### config.mk
export PLATFORM = sky130hd
export DESIGN_NAME = game_status_reporter
export DESIGN_NICKNAME = d
export VERILOG_FILES = /design/src/rtl/game_status_pkg.sv /design/src/rtl/status_fifo.sv /design/src/rtl/game_status_reporter.sv
export SDC_FILE = /design/constraint.sdc
export NUM_CORES = 1
export LEC_CHECK = 0
export CAP_MARGIN = 10
export CORE_ASPECT_RATIO = 0.6
export CORE_MARGIN = 2
export CORE_UTILIZATION = 30
export CTS_BUF_LIST = sky130_fd_sc_hd__clkbuf_16
export CTS_CLUSTER_SIZE = 25
export DETAILED_ROUTE_END_ITERATION = 7
export GPL_TIMING_DRIVEN = 0
export SLEW_MARGIN = 25
export SYNTH_ARGS = -nofsm -noshare
export SYNTH_HDL_FRONTEND = slang
export SYNTH_SLANG_ARGS = --single-unit
### constraint.sdc
create_clock -name sysClk -period 25.2 [get_ports sysClk]
set_clock_uncertainty 0.1 [all_clocks]
set_input_delay 5.04 -clock sysClk [delete_from_list [all_inputs] [get_ports sysClk]]
set_output_delay 5.04 -clock sysClk [all_outputs]
set_load 0.02 [all_outputs]
### src/rtl/game_status_pkg.sv
// Shared game types for the game-status PIO link: event bit map,
// the gameStatus word layout and the queued entry format.
package game_status_pkg;

    localparam int EV_KILL0      = 0;
    localparam int EV_KILL1      = 1;
    localparam int EV_WALL0      = 2;
    localparam int EV_WALL1      = 3;
    localparam int EV_BULLET     = 4;
    localparam int EV_SPAWN0     = 5;
    localparam int EV_SPAWN1     = 6;
    localparam int EV_ROUND_OVER = 7;

    localparam int EVENT_W = 8;
    localparam int FRAME_W = 14;
    localparam int SCORE_W = 4;

    typedef struct packed {
        logic               valid;
        logic               overflow;
        logic [FRAME_W-1:0] frame_num;
        logic [EVENT_W-1:0] events;
        logic [SCORE_W-1:0] score1;
        logic [SCORE_W-1:0] score0;
    } status_word_t;

    typedef struct packed {
        logic [FRAME_W-1:0] frame_num;
        logic [EVENT_W-1:0] events;
    } status_entry_t;

endpackage

### src/rtl/status_fifo.sv
// Synchronous FIFO with async active-high reset. The head entry is visible
// combinationally. When full, a pop in the same cycle frees the slot so the
// push is still accepted.
module status_fifo #(
    parameter int WIDTH = 22,
    parameter int DEPTH = 8
) (
    input  logic                     clk,
    input  logic                     rst,
    input  logic                     push,
    input  logic                     pop,
    input  logic [WIDTH-1:0]         wdata,
    output logic [WIDTH-1:0]         rdata,
    output logic                     full,
    output logic                     empty,
    output logic                     pop_ok,
    output logic [$clog2(DEPTH):0]   count
);

    localparam int AW = $clog2(DEPTH);
    localparam logic [AW:0] FULL_COUNT = (AW+1)'(DEPTH);

    logic [WIDTH-1:0] mem_q [DEPTH];
    logic [WIDTH-1:0] mem_d [DEPTH];
    logic [AW-1:0]    wr_ptr_q, wr_ptr_d;
    logic [AW-1:0]    rd_ptr_q, rd_ptr_d;
    logic [AW:0]      count_q, count_d;
    logic             push_ok_s;

    assign empty     = (count_q == '0);
    assign full      = (count_q == FULL_COUNT);
    assign pop_ok    = pop & ~empty;
    assign push_ok_s = push & (~full | pop_ok);
    assign rdata     = mem_q[rd_ptr_q];
    assign count     = count_q;

    // Next-state for storage, pointers and occupancy
    always_comb begin
        mem_d    = mem_q;
        wr_ptr_d = wr_ptr_q;
        rd_ptr_d = rd_ptr_q;
        count_d  = count_q;
        if (push_ok_s) begin
            mem_d[wr_ptr_q] = wdata;
            wr_ptr_d        = wr_ptr_q + 1'b1;
        end else begin
            wr_ptr_d = wr_ptr_q;
        end
        if (pop_ok) begin
            rd_ptr_d = rd_ptr_q + 1'b1;
        end else begin
            rd_ptr_d = rd_ptr_q;
        end
        case ({push_ok_s, pop_ok})
            2'b10:   count_d = count_q + 1'b1;
            2'b01:   count_d = count_q - 1'b1;
            default: count_d = count_q;
        endcase
    end

    // FIFO state registers
    always_ff @(posedge clk or posedge rst) begin
        if (rst) begin
            for (int i = 0; i < DEPTH; i++) begin
                mem_q[i] <= '0;
            end
            wr_ptr_q <= '0;
            rd_ptr_q <= '0;
            count_q  <= '0;
        end else begin
            mem_q    <= mem_d;
            wr_ptr_q <= wr_ptr_d;
            rd_ptr_q <= rd_ptr_d;
            count_q  <= count_d;
        end
    end

endmodule

### src/rtl/game_status_reporter.sv
// Hardware-to-software game status path: gathers per-frame game events,
// keeps per-tank scores, detects round over and queues one entry per
// eventful frame for software to read through the gameStatus PIO.
module game_status_reporter
    import game_status_pkg::*;
#(
    parameter int FIFO_DEPTH = 8,
    parameter int WIN_SCORE  = 5
) (
    input  logic                          sysClk,
    input  logic                          reset_h,
    input  logic                          frameClk,
    input  logic [1:0]                    tankKill,
    input  logic [1:0]                    tankExists,
    input  logic [1:0]                    bulletHitWall,
    input  logic                          bulletHitBullet,
    input  logic                          gameAck,
    input  logic                          clearScores,
    output logic [31:0]                   gameStatus,
    output logic                          roundOver,
    output logic [$clog2(FIFO_DEPTH):0]   fifoCount
);

    localparam logic [SCORE_W-1:0] WIN_S = SCORE_W'(WIN_SCORE);

    // Input history flops for edge detection
    logic [1:0] kill_q, kill_d;
    logic [1:0] exists_q, exists_d;
    logic [1:0] wall_q, wall_d;
    logic       bb_q, bb_d;
    logic       ack_q, ack_d;
    logic       clear_q, clear_d;
    // frameClk synchronizer plus history
    logic       fsync1_q, fsync1_d;
    logic       fsync2_q, fsync2_d;
    logic       fsync3_q, fsync3_d;
    // Game state
    logic [EVENT_W-1:0] acc_q, acc_d;
    logic [FRAME_W-1:0] frame_num_q, frame_num_d;
    logic [SCORE_W-1:0] score0_q, score0_d;
    logic [SCORE_W-1:0] score1_q, score1_d;
    logic               round_over_q, round_over_d;
    logic               overflow_q, overflow_d;
    status_word_t       status_q, status_d;

    logic [EVENT_W-1:0] cur_ev_s;
    logic [EVENT_W-1:0] snap_s;
    logic               frame_edge_s;
    logic               ack_edge_s;
    logic               clear_edge_s;
    logic               push_s;
    status_entry_t      push_entry_s;
    status_entry_t      head_s;
    logic               fifo_full_s;
    logic               fifo_empty_s;
    logic               fifo_pop_ok_s;

    assign frame_edge_s = fsync2_q & ~fsync3_q;
    assign ack_edge_s   = gameAck & ~ack_q;
    assign clear_edge_s = clearScores & ~clear_q;

    // Sampling of levels into history and synchronizer flops
    always_comb begin
        kill_d   = tankKill;
        exists_d = tankExists;
        wall_d   = bulletHitWall;
        bb_d     = bulletHitBullet;
        ack_d    = gameAck;
        clear_d  = clearScores;
        fsync1_d = frameClk;
        fsync2_d = fsync1_q;
        fsync3_d = fsync2_q;
    end

    // Event accumulation, frame snapshot, scoring and overflow tracking
    always_comb begin
        cur_ev_s                = '0;
        cur_ev_s[EV_KILL0]      = tankKill[0] & ~kill_q[0];
        cur_ev_s[EV_KILL1]      = tankKill[1] & ~kill_q[1];
        cur_ev_s[EV_WALL0]      = bulletHitWall[0] & ~wall_q[0];
        cur_ev_s[EV_WALL1]      = bulletHitWall[1] & ~wall_q[1];
        cur_ev_s[EV_BULLET]     = bulletHitBullet & ~bb_q;
        cur_ev_s[EV_SPAWN0]     = tankExists[0] & ~exists_q[0];
        cur_ev_s[EV_SPAWN1]     = tankExists[1] & ~exists_q[1];

        snap_s       = acc_q | cur_ev_s;
        acc_d        = acc_q;
        frame_num_d  = frame_num_q;
        score0_d     = score0_q;
        score1_d     = score1_q;
        round_over_d = round_over_q;
        overflow_d   = overflow_q;

        if (frame_edge_s) begin
            // Same-cycle edges go into this snapshot, so the accumulator restarts empty
            acc_d       = '0;
            frame_num_d = frame_num_q + 1'b1;
            if (!round_over_q) begin
                if (snap_s[EV_KILL1] && !snap_s[EV_KILL0]) begin
                    score0_d = score0_q + 1'b1;
                end else if (snap_s[EV_KILL0] && !snap_s[EV_KILL1]) begin
                    score1_d = score1_q + 1'b1;
                end else begin
                    score0_d = score0_q;
                end
                if ((score0_d == WIN_S) || (score1_d == WIN_S)) begin
                    round_over_d          = 1'b1;
                    snap_s[EV_ROUND_OVER] = 1'b1;
                end else begin
                    round_over_d = 1'b0;
                end
            end else begin
                round_over_d = round_over_q;
            end
        end else begin
            acc_d = acc_q | cur_ev_s;
        end

        push_s                 = frame_edge_s & (snap_s != '0);
        push_entry_s.frame_num = frame_num_q;
        push_entry_s.events    = snap_s;

        if (push_s && fifo_full_s && !fifo_pop_ok_s) begin
            overflow_d = 1'b1;
        end else begin
            overflow_d = overflow_q;
        end

        // Clearing takes priority over a coinciding score change
        if (clear_edge_s) begin
            score0_d     = '0;
            score1_d     = '0;
            round_over_d = 1'b0;
            overflow_d   = 1'b0;
        end else begin
            round_over_d = round_over_d;
        end
    end

    // Status word built from the current head and live scores
    always_comb begin
        status_d.valid    = ~fifo_empty_s;
        status_d.overflow = overflow_q;
        status_d.score1   = score1_q;
        status_d.score0   = score0_q;
        if (fifo_empty_s) begin
            status_d.frame_num = '0;
            status_d.events    = '0;
        end else begin
            status_d.frame_num = head_s.frame_num;
            status_d.events    = head_s.events;
        end
    end

    // All reporter state registers
    always_ff @(posedge sysClk or posedge reset_h) begin
        if (reset_h) begin
            kill_q       <= 2'b00;
            exists_q     <= 2'b00;
            wall_q       <= 2'b00;
            bb_q         <= 1'b0;
            ack_q        <= 1'b0;
            clear_q      <= 1'b0;
            fsync1_q     <= 1'b0;
            fsync2_q     <= 1'b0;
            fsync3_q     <= 1'b0;
            acc_q        <= '0;
            frame_num_q  <= '0;
            score0_q     <= '0;
            score1_q     <= '0;
            round_over_q <= 1'b0;
            overflow_q   <= 1'b0;
            status_q     <= '0;
        end else begin
            kill_q       <= kill_d;
            exists_q     <= exists_d;
            wall_q       <= wall_d;
            bb_q         <= bb_d;
            ack_q        <= ack_d;
            clear_q      <= clear_d;
            fsync1_q     <= fsync1_d;
            fsync2_q     <= fsync2_d;
            fsync3_q     <= fsync3_d;
            acc_q        <= acc_d;
            frame_num_q  <= frame_num_d;
            score0_q     <= score0_d;
            score1_q     <= score1_d;
            round_over_q <= round_over_d;
            overflow_q   <= overflow_d;
            status_q     <= status_d;
        end
    end

    status_fifo #(
        .WIDTH ($bits(status_entry_t)),
        .DEPTH (FIFO_DEPTH)
    ) u_fifo (
        .clk    (sysClk),
        .rst    (reset_h),
        .push   (push_s),
        .pop    (ack_edge_s),
        .wdata  (push_entry_s),
        .rdata  (head_s),
        .full   (fifo_full_s),
        .empty  (fifo_empty_s),
        .pop_ok (fifo_pop_ok_s),
        .count  (fifoCount)
    );

    assign gameStatus = status_q;
    assign roundOver  = round_over_q;

endmodule

### Word level (Yosys, flattened, before mapping)

Cells that the tools add are included.

* input port bits: 12
* logic and storage cells: 123
* register bits after elaboration: 262
* output and inout port bits: 37

* add/subtract/negate cells: 7
* equal/unequal tests: 6
* bitwise operators: 29
* reductions and logical operators: 15
* order comparisons: 3
* multiplexer cells: 31

Operator list (count)
* $bwmux 176: 1
* $mux 22: 4
* $bmux 22 s3: 1
* $demux 22 s3: 1
* $mux 4: 13
* $add 14x1->14 const B: 1
* $and 1x1->1: 13
* $add 4x1->4 const B: 3
* $not 1->1: 12
* $mux 1: 9
* $eq 4x3->1 const B: 2
* $ge 4x4->1 const B: 2
* $mux 8: 1
* $not 3->4: 2
* $or 8x7->8: 1
* $pmux 4 s2: 1
* $reduce_bool 8->1: 1
* $add 3x1->3 const B: 2
* $reduce_bool 2->1: 3
* $logic_and 1x1->1: 5
* $eq 4x4->1 const B: 1
* $logic_not 4->1: 1
* $lt 4x1->1 const B: 1
* $sub 4x1->4 const B: 1
* other kinds (7): 9

### Longest topological paths before layout

Gate-level depths: netlist of run 1.

* depth in word-level cells: 20
* mapped depth: 14
* mapped depth without buffers: 13

### Modules after synthesis

Synthesis of run 1 repeated with hierarchy kept, for this count alone.

* cell total of the unflattened synthesis: 742
* area, all modules: 11502.3 um2

By module, submodules not included
* status_fifo: cells each 516, seq. area each 4654.5 um2, times used 1, area each 8662.1 um2
* game_status_reporter: cells each 226, seq. area each 1876.8 um2, times used 1, area each 2840.2 um2

### Worst setup path after synthesis of run 1

OpenSTA, ideal clock, no wires.

* path kind: input-to-reg
* from: input tankKill[1]
* to: register u_fifo.count_q[2], in the netlist u_fifo.count[2]
* arrival time: 7.171 ns
* slack: 17.793 ns
* required time: 24.965 ns
* stages on the path: 12
* path buffers: 0
* library setup time: 0.135 ns
* cell sequence: nor2b_1 a2111oi_0 nand4_1 nand2_2 o21a_1 ha_1 xor2_1 ha_1 a21oi_1 xor2_1 nor2_1 xor2_1

* cells in the longest elaborated chain, start to end: 18
* elaborated cells between the ends (all ways): 25
* those cells by class: eq/ne (4); mux (11); bitwise (4); reduce/logical (6)

Ends and longest elaborated chain
* from (decl): line game_status_reporter.sv:13 `input logic [1:0] tankKill,`
* $and 1x1->1 (*): line game_status_reporter.sv:79 `cur_ev_s[EV_KILL1] = tankKill[1] & ~kill_q[1];`
* $or 8x7->8 (*): line game_status_reporter.sv:86 `snap_s = acc_q | cur_ev_s;`
* $logic_not 1->1: line game_status_reporter.sv:101 `end else if (snap_s[EV_KILL0] && !snap_s[EV_KILL1]) begin`
* $logic_and 1x1->1: line game_status_reporter.sv:101
* $mux 4: line game_status_reporter.sv:101
* $mux 4: line game_status_reporter.sv:99 `if (snap_s[EV_KILL1] && !snap_s[EV_KILL0]) begin`
* $mux 4: line game_status_reporter.sv:98 `if (!round_over_q) begin`
* $mux 4: line game_status_reporter.sv:94 `if (frame_edge_s) begin`
* (+2 left out)
* $mux 1: line game_status_reporter.sv:106 `if ((score0_d == WIN_S) || (score1_d == WIN_S)) begin`
* $mux 1: line game_status_reporter.sv:98
* $mux 1: line game_status_reporter.sv:94
* $reduce_bool 8->1 (*): line game_status_reporter.sv:119 `push_s = frame_edge_s & (snap_s != '0);`
* $and 1x1->1 (*): line game_status_reporter.sv:119
* $and 1x1->1 (*): line status_fifo.sv:33 `assign push_ok_s = push & (~full | pop_ok);`
* $eq 2x1->1 / $eq 2x2->1 (equally long branches): line status_fifo.sv:54 `case ({push_ok_s, pop_ok})`
* $pmux 4 s2 / $reduce_bool 2->1 (equally long branches)
* to (signal assigned): line status_fifo.sv:74 `count_q <= count_d;`
* to (decl): line status_fifo.sv:27 `logic [AW:0] count_q, count_d;`

Mark *: on every way between the ends. The rest lies on a longest branch, timed or not. The select of a mux whose other input is x is not followed.
A chain may end at the register's enable or synchronous reset.

### Final worst setup path of run 1

* from: input bulletHitWall[0]
* to: register u_fifo.count_q[3], in the netlist u_fifo.count[3]

* cells in the longest elaborated chain, start to end: 7
* elaborated cells between the ends (all ways): 9
* those cells by class: eq/ne (2); mux (1); bitwise (4); reduce/logical (2)

Ends and longest elaborated chain
* from (decl): line game_status_reporter.sv:15 `input logic [1:0] bulletHitWall,`
* $and 1x1->1 (*): line game_status_reporter.sv:80 `cur_ev_s[EV_WALL0] = bulletHitWall[0] & ~wall_q[0];`
* $or 8x7->8 (*): line game_status_reporter.sv:86
* $reduce_bool 8->1 (*): line game_status_reporter.sv:119
* $and 1x1->1 (*): line game_status_reporter.sv:119
* $and 1x1->1 (*): line status_fifo.sv:33
* $eq 2x1->1 / $eq 2x2->1 (equally long branches): line status_fifo.sv:54
* $pmux 4 s2 / $reduce_bool 2->1 (equally long branches)

Mark *: on every way between the ends. The rest lies on a longest branch, timed or not.

==> results of run 1 <==
==> cells in the mapped netlist (3+ instances only) <==
library cell	number
a2111oi_0	3
a21o_1	4
a21oi_1	6
a22o_1	4
and3_1	6
buf_1	8
buf_2	8
buf_6	16
clkbuf_1	26
dfrtp_1	261
ha_1	8
inv_1	12
mux2_1	9
mux2_2	4
mux2_4	160
mux2i_1	22
mux4_2	44
nand2_1	20
nand2b_1	5
nand3_1	11
nand4_1	9
nand4_2	3
nor2_1	47
nor2b_1	5
nor3_1	5
o21ai_2	7
o2bb2ai_1	3
xnor2_1	15
xor2_1	14
==> cells by family after synthesis <==
family	Yosys count	share of synthesized area, %
xor gates and xnor gates	29	2.11
DFF	261	54.2
muxes	239	31.2
buffers and inverters	71	3.32
AOI/OAI and AO/OA	41	2.71
adders and majority gates	8	0.830
and+or+nand+nor	129	5.69
==> critical path, delay by kind of cell <==
kind	cells	cell delay (ps)
adders and majority gates	1	340
xor gates and xnor gates	1	140
AOI/OAI and AO/OA	4	1370
and+or+nand+nor	5	1310
buffers and inverters	1	420
muxes	1	270
==> registers in the layout, indices dropped and copies added (netlist names), 2 cells and up <==
register,cells
kill_q,2
u_fifo.count,4
wall_q,2
u_fifo.wr_ptr_q,3
frame_num_q,14
gameStatus,32
score1_q,4
score0_q,4
u_fifo.mem_q,176
u_fifo.rd_ptr_q,3
exists_q,2
acc_q,7
==> path summary, 6_finish.rpt <==
| check | end | slack (ps) |
|---|---|---|
| setup / recovery | u_fifo.count[3]$_DFFE_PP0P_ | 16690 |
| hold / removal | fsync2_q$_DFF_PP0_ | 260 |
| setup reg to reg | u_fifo.count[3]$_DFFE_PP0P_ | 21260 |
| hold reg to reg | fsync2_q$_DFF_PP0_ | 260 |
| max in group asynchronous | u_fifo.mem_q[150]$_DFFE_PP0P_ | 18830 |
| min in group asynchronous | gameStatus[14]$_DFF_PP0_ | 4730 |
==> per-layer routing <==
metal / vias to the layer above / GRT usage (%)
li1: 2945 / -
met1: 3454 / 21.1
met5: - / 0
met3: 29 / 3.12
met2: 121 / 16.6
met4: 0 / 2.42
==> cell type report <==
type | count | area (um^2)
multi-input cells | 446 | 5130
fillers | 3753 | 25300
well taps | 522 | 653
plain buffers | 59 | 355
clock buffers | 25 | 626
clock inverters | 18 | 118
repair buffers | 52 | 568
inverters | 12 | 52.6
flip-flops and latches | 261 | 6530
==> where the power goes <==
group	total, uW	leakage (uW)	switching [uW]	internal [uW]
clock	354	0.000386	163	191
combinational	478	0.00257	221	257
sequential	577	0.00342	58.5	519
==> stage by stage <==
step	worst slack, ps	area, um^2
3_5_place_dp	16190	13300
4_1_cts	16760	14000
3_3_place_gp	9440	13200
5_1_grt	16480	14000
2_1_floorplan	12880	12100
6_report	16690	14000
==> results.yml, run 1 <==
layout:
  final_common_cell: "dfrtp_1"
  mostFrequentLayoutCells: "dfrtp_1, mux2_4, clkdlybuf4s50_1"
  final_core_util_pct: 35.6
  stdcell_count: 1395
  syn_to_final_growth_pct: 16.4
  drive_gt1_share_pct: 33.7
  diodes: 0
  layout.nets: 877
power:
  p_per_area_mw_per_mm2: 100
  irDropWorstVdd_mv: 0.0504
  total_power_uw: 1410
  power_leakage_uw: 0.00638
global_routing:
  grt_overflow: 0
  grt_max_degree: 99
  grt_pass1_vias: 6811
  grt_pass1_wl_mm: 42.0
  antenna_found_initial: 0
  grtUsageTotal_pct: 12.8
synthesis:
  synth-seq-cells: 261
  synth_edf_count: 0
  synthFlopType: "dfrtp_1"
  async_flop_share_pct: 100
  synthTopCellsByArea: "dfrtp_1, mux2_4, mux4_2, mux2i_1, buf_6"
  post-synth-top-area-cell: "dfrtp_1"
  ys_warn_count: 0
  post-synth-top-area-fraction_pct: 54.2
  yosysSeqAreaShare_pct: 54.2
  yosysUniqueCellTypes: 55
  syn-num-nets: 798
  synthesis.instances: 778
  netlist_area_mm2: 0.0121
  avgSynthCellArea_um2: 15.5
drt:
  drt_iter0_drc: 560
  wl_met3_mm: 1.61
  drc_errors: 0
  wl_per_cell_um: 18.6
  dr.pass1.iters: 4
  met2WireLength_mm: 10.0
  finalWirelength_mm: 26.0
  wl_met1_mm: 14.0
  viasPerCell: 4.69
  ant_nets: 0
  highest_layer: "met4"
  vias: 6549
cts:
  cts_setup_buffers: 0
  cts.sinks: 261
  postCtsResizedCells: 0
  cts_root_buf: "clkbuf_16"
  clk_pin_slew_ps: 60
  cts_buffer_depth: 3
  numCtsBuffers: 25
  hold_buffers: 0
  h-tree-depth: 1
  tritoncts: "yes"
  clock_latency_ps: 550
timing:
  worst_pin_slew_ps: 1080
  min_period_ps: 8510
  setup_viol: 0
  clock.fmax_mhz: 117
  finalHoldViolCount: 0
  hold_slack_ps: 257
  max-slew-margin-rel_pct: 26.1
  rsz0062_at_grt: "false"
  slew_violations: 0
  fin_tns_setup_ps: 0
  finalCritPeriodShare_pct: 33.8
worst_setup_path:
  worst-path-max-fanout: 9
  crit_type: "input port to flip-flop"
  arrival_ps: 8880
  crit_path_start: "bulletHitWall[0]"
  cp-start-kind: "input port"
  required_ps: 25570
  crit_chain: "clkdlybuf4s50_1 > nor2b_1 > a2111oi_0 > nand4_1 > nand2_2 > o21a_1 > ha_1 > nand2_1 > mux2_2 > o22ai_1 > o21ai_0 > nor2_1 > xor2_1"
  slowest_delay_ps: 850
  crit-reg2reg-launch: "exists_q[1]$_DFF_PP0_"
  end_kind: "flip-flop"
  worstRegToRegCells: 12
  cpMaxStageDelayCell: "a2111oi_0"
floorplanning:
  die_h_um: 159
  num_io_pins: 49
  initial_core_util_pct: 30.6
  design.core.area_mm2: 0.0394
  dieArea_mm2: 0.0419
  row_count: 56
  dieWidth_um: 263
placement:
  hpwl_mm: 17.1
  port_buffers: 48
  dp_cells: 1352
  routabilityCongestion: 0.741
worst_hold_path:
  hold_start: "fsync1_q$_DFF_PP0_"
  hp-class: "flip-flop to flip-flop"
  whs_path_depth: 0
job:
  drv_cap: 0
status:
  status: "complete, no violations"
No activity file was read; power rests on OpenSTA's default activity.
==> inputs of run 2 (changes only) <==
clock period = 7.95 ns   (was 25.2 ns; I/O delays follow)
==> run 2 against run 1 <==
Final cell count rose by 0.86%. Total power increased to 3.2 times the previous value. Core utilization is 0.33 points higher. Sequential power grew to 3.2 times the previous value. Setup slack worse by 14000 ps. Clock power rose to 3.2 times the previous value. Via count barely moved. Register-to-register slack got worse by 17000 ps.
==> results.yml, run 2 (synthesis gave the netlist of run 1 again) <==
status:
  status: "complete, no violations"
placement:
  dp_slack_ps: 2330
  hpwl_mm: 17.4
  port_buffers: 48
  dp_cells: 1358
  routabilityCongestion: 0.743
worst_setup_path:
  slowest_delay_ps: 860
  crit_chain: "clkdlybuf4s50_1 > nor2b_1 > a2111oi_0 > nand4_1 > nand2_2 > o21a_1 > ha_1 > nand2_1 > mux2_2 > o22ai_1 > o21ai_0 > nor2_1 > xor2_1"
  required_ps: 8320
  cp-start-kind: "input port"
  cpMaxStageDelayCell: "a2111oi_0"
  end_kind: "flip-flop"
  worst-path-max-fanout: 9
  crit_type: "input port to flip-flop"
  arrival_ps: 5440
cts:
  clk_pin_slew_ps: 60
  numCtsBuffers: 27
  postCtsResizedCells: 0
  cts_setup_buffers: 0
  cts_root_buf: "clkbuf_16"
  hold_buffers: 0
  clock_latency_ps: 570
  cts.sinks: 261
  cts_buffer_depth: 3
  h-tree-depth: 1
  tritoncts: "yes"
timing:
  finalCritPeriodShare_pct: 63.7
  slew_violations: 0
  setup_viol: 0
  fin_tns_setup_ps: 0
  max-slew-margin-rel_pct: 25.0
  worst_pin_slew_ps: 1100
  rsz0062_at_grt: "false"
  hold_slack_ps: 248
  finalHoldViolCount: 0
  clock.fmax_mhz: 197
  min_period_ps: 5070
  finalWorstSetupSlack_ps: 2880
global_routing:
  grt_overflow: 0
  grt_max_degree: 33
  grt_pass1_vias: 6728
  antenna_found_initial: 0
  grtUsageTotal_pct: 12.7
  grt_pass1_wl_mm: 41.6
layout:
  largest_reg_flops: 176
  layout.nets: 885
  top_register: "u_fifo.mem_q"
  syn_to_final_growth_pct: 17.5
  mostFrequentLayoutCells: "dfrtp_1, mux2_4, clkdlybuf4s50_1"
  fill_cells: 3769
  stdcell_count: 1407
  final_common_cell: "dfrtp_1"
  drive_gt1_share_pct: 33.9
  diodes: 0
drt:
  drt_iter0_drc: 347
  drc_errors: 0
  finalWirelength_mm: 26.2
  vias: 6552
  ant_nets: 0
  wl_per_cell_um: 18.6
  viasPerCell: 4.66
  dr.pass1.iters: 5
floorplanning:
  initial_core_util_pct: 30.6
  die_h_um: 159
  dieArea_mm2: 0.0419
  num_io_pins: 49
  row_count: 56
  dieWidth_um: 263
  design.core.area_mm2: 0.0394
worst_hold_path:
  hp-class: "flip-flop to flip-flop"
power:
  p_per_area_mw_per_mm2: 318
  total_power_uw: 4500
  irDropWorstVdd_mv: 0.186
  power_leakage_uw: 0.00644
job:
  drv_cap: 0
## run 2: cell count changes in the layout (fill, tap and decap cells not counted), sizes merged
cell and delta:
buf +6, clkinv +3, clkbuf +2, bufinv -1, clkinvlp +1, inv +1
## run 2: path summary, 6_finish.rpt
check                                    from                     endpoint  slack, ps  depth (start not counted)
max                          bulletHitWall[0]  u_fifo.count[3]$_DFFE_PP0P_       2880                         13
min                        fsync1_q$_DFF_PP0_           fsync2_q$_DFF_PP0_        250                          0
max reg2reg                acc_q[6]$_DFF_PP0_  u_fifo.count[3]$_DFFE_PP0P_       3990                         11
min reg2reg                fsync1_q$_DFF_PP0_           fsync2_q$_DFF_PP0_        250                          0
max in group asynchronous             reset_h     gameStatus[25]$_DFF_PP0_       5410                          6
min in group asynchronous             reset_h     gameStatus[14]$_DFF_PP0_       1230                          2
## run 2: per-layer routing
metal / global-route usage, % / part of all wire [%] / routed length [um] / up-vias
met5: 0 / 0 / 0 / -
met4: 2.39 / 1.7 / 444 / 0
met3: 2.34 / 4.2 / 1110 / 31
met2: 16.6 / 40 / 10400 / 124
met1: 21.3 / 54 / 14300 / 3435
li1: - / - / - / 2962
## run 2: cell type report
| cell class | instances | area (um^2) | area share [%] |
|---|---|---|---|
| Buffer | 59 | 355 | 2.51 |
| Multi-Input combinational cell | 446 | 5130 | 36.2 |
| Clock inverter | 22 | 105 | 0.742 |
| Inverter | 12 | 48.8 | 0.344 |
| Sequential cell | 261 | 6530 | 46.1 |
| Tap cell | 522 | 653 | 4.61 |
| Clock buffer | 27 | 676 | 4.77 |
| Timing Repair Buffer | 58 | 666 | 4.70 |
## run 2: power by group
group	internal (uW)	switching [uW]	total [uW]	leakage, uW
sequential	1640	187	1830	0.00342
clock	616	536	1150	0.000410
combinational	819	699	1520	0.00261
## run 2: metrics by stage
stage / utilization (%) / cell area [um^2]
finish: 36.0 / 14200
global route: 36.0 / 14200
CTS: 36.0 / 14200
detailed placement: 34.0 / 13400
global placement: 33.5 / 13200
floorplan: - / 12100
## run 2: critical path, delay by kind of cell
| kind | cells | cell delay (ps) |
|---|---|---|
| muxes | 1 | 270 |
| buffers and inverters | 1 | 420 |
| xor gates and xnor gates | 1 | 150 |
| AOI/OAI and AO/OA | 4 | 1410 |
| and+or+nand+nor | 5 | 1290 |
| adders and majority gates | 1 | 310 |
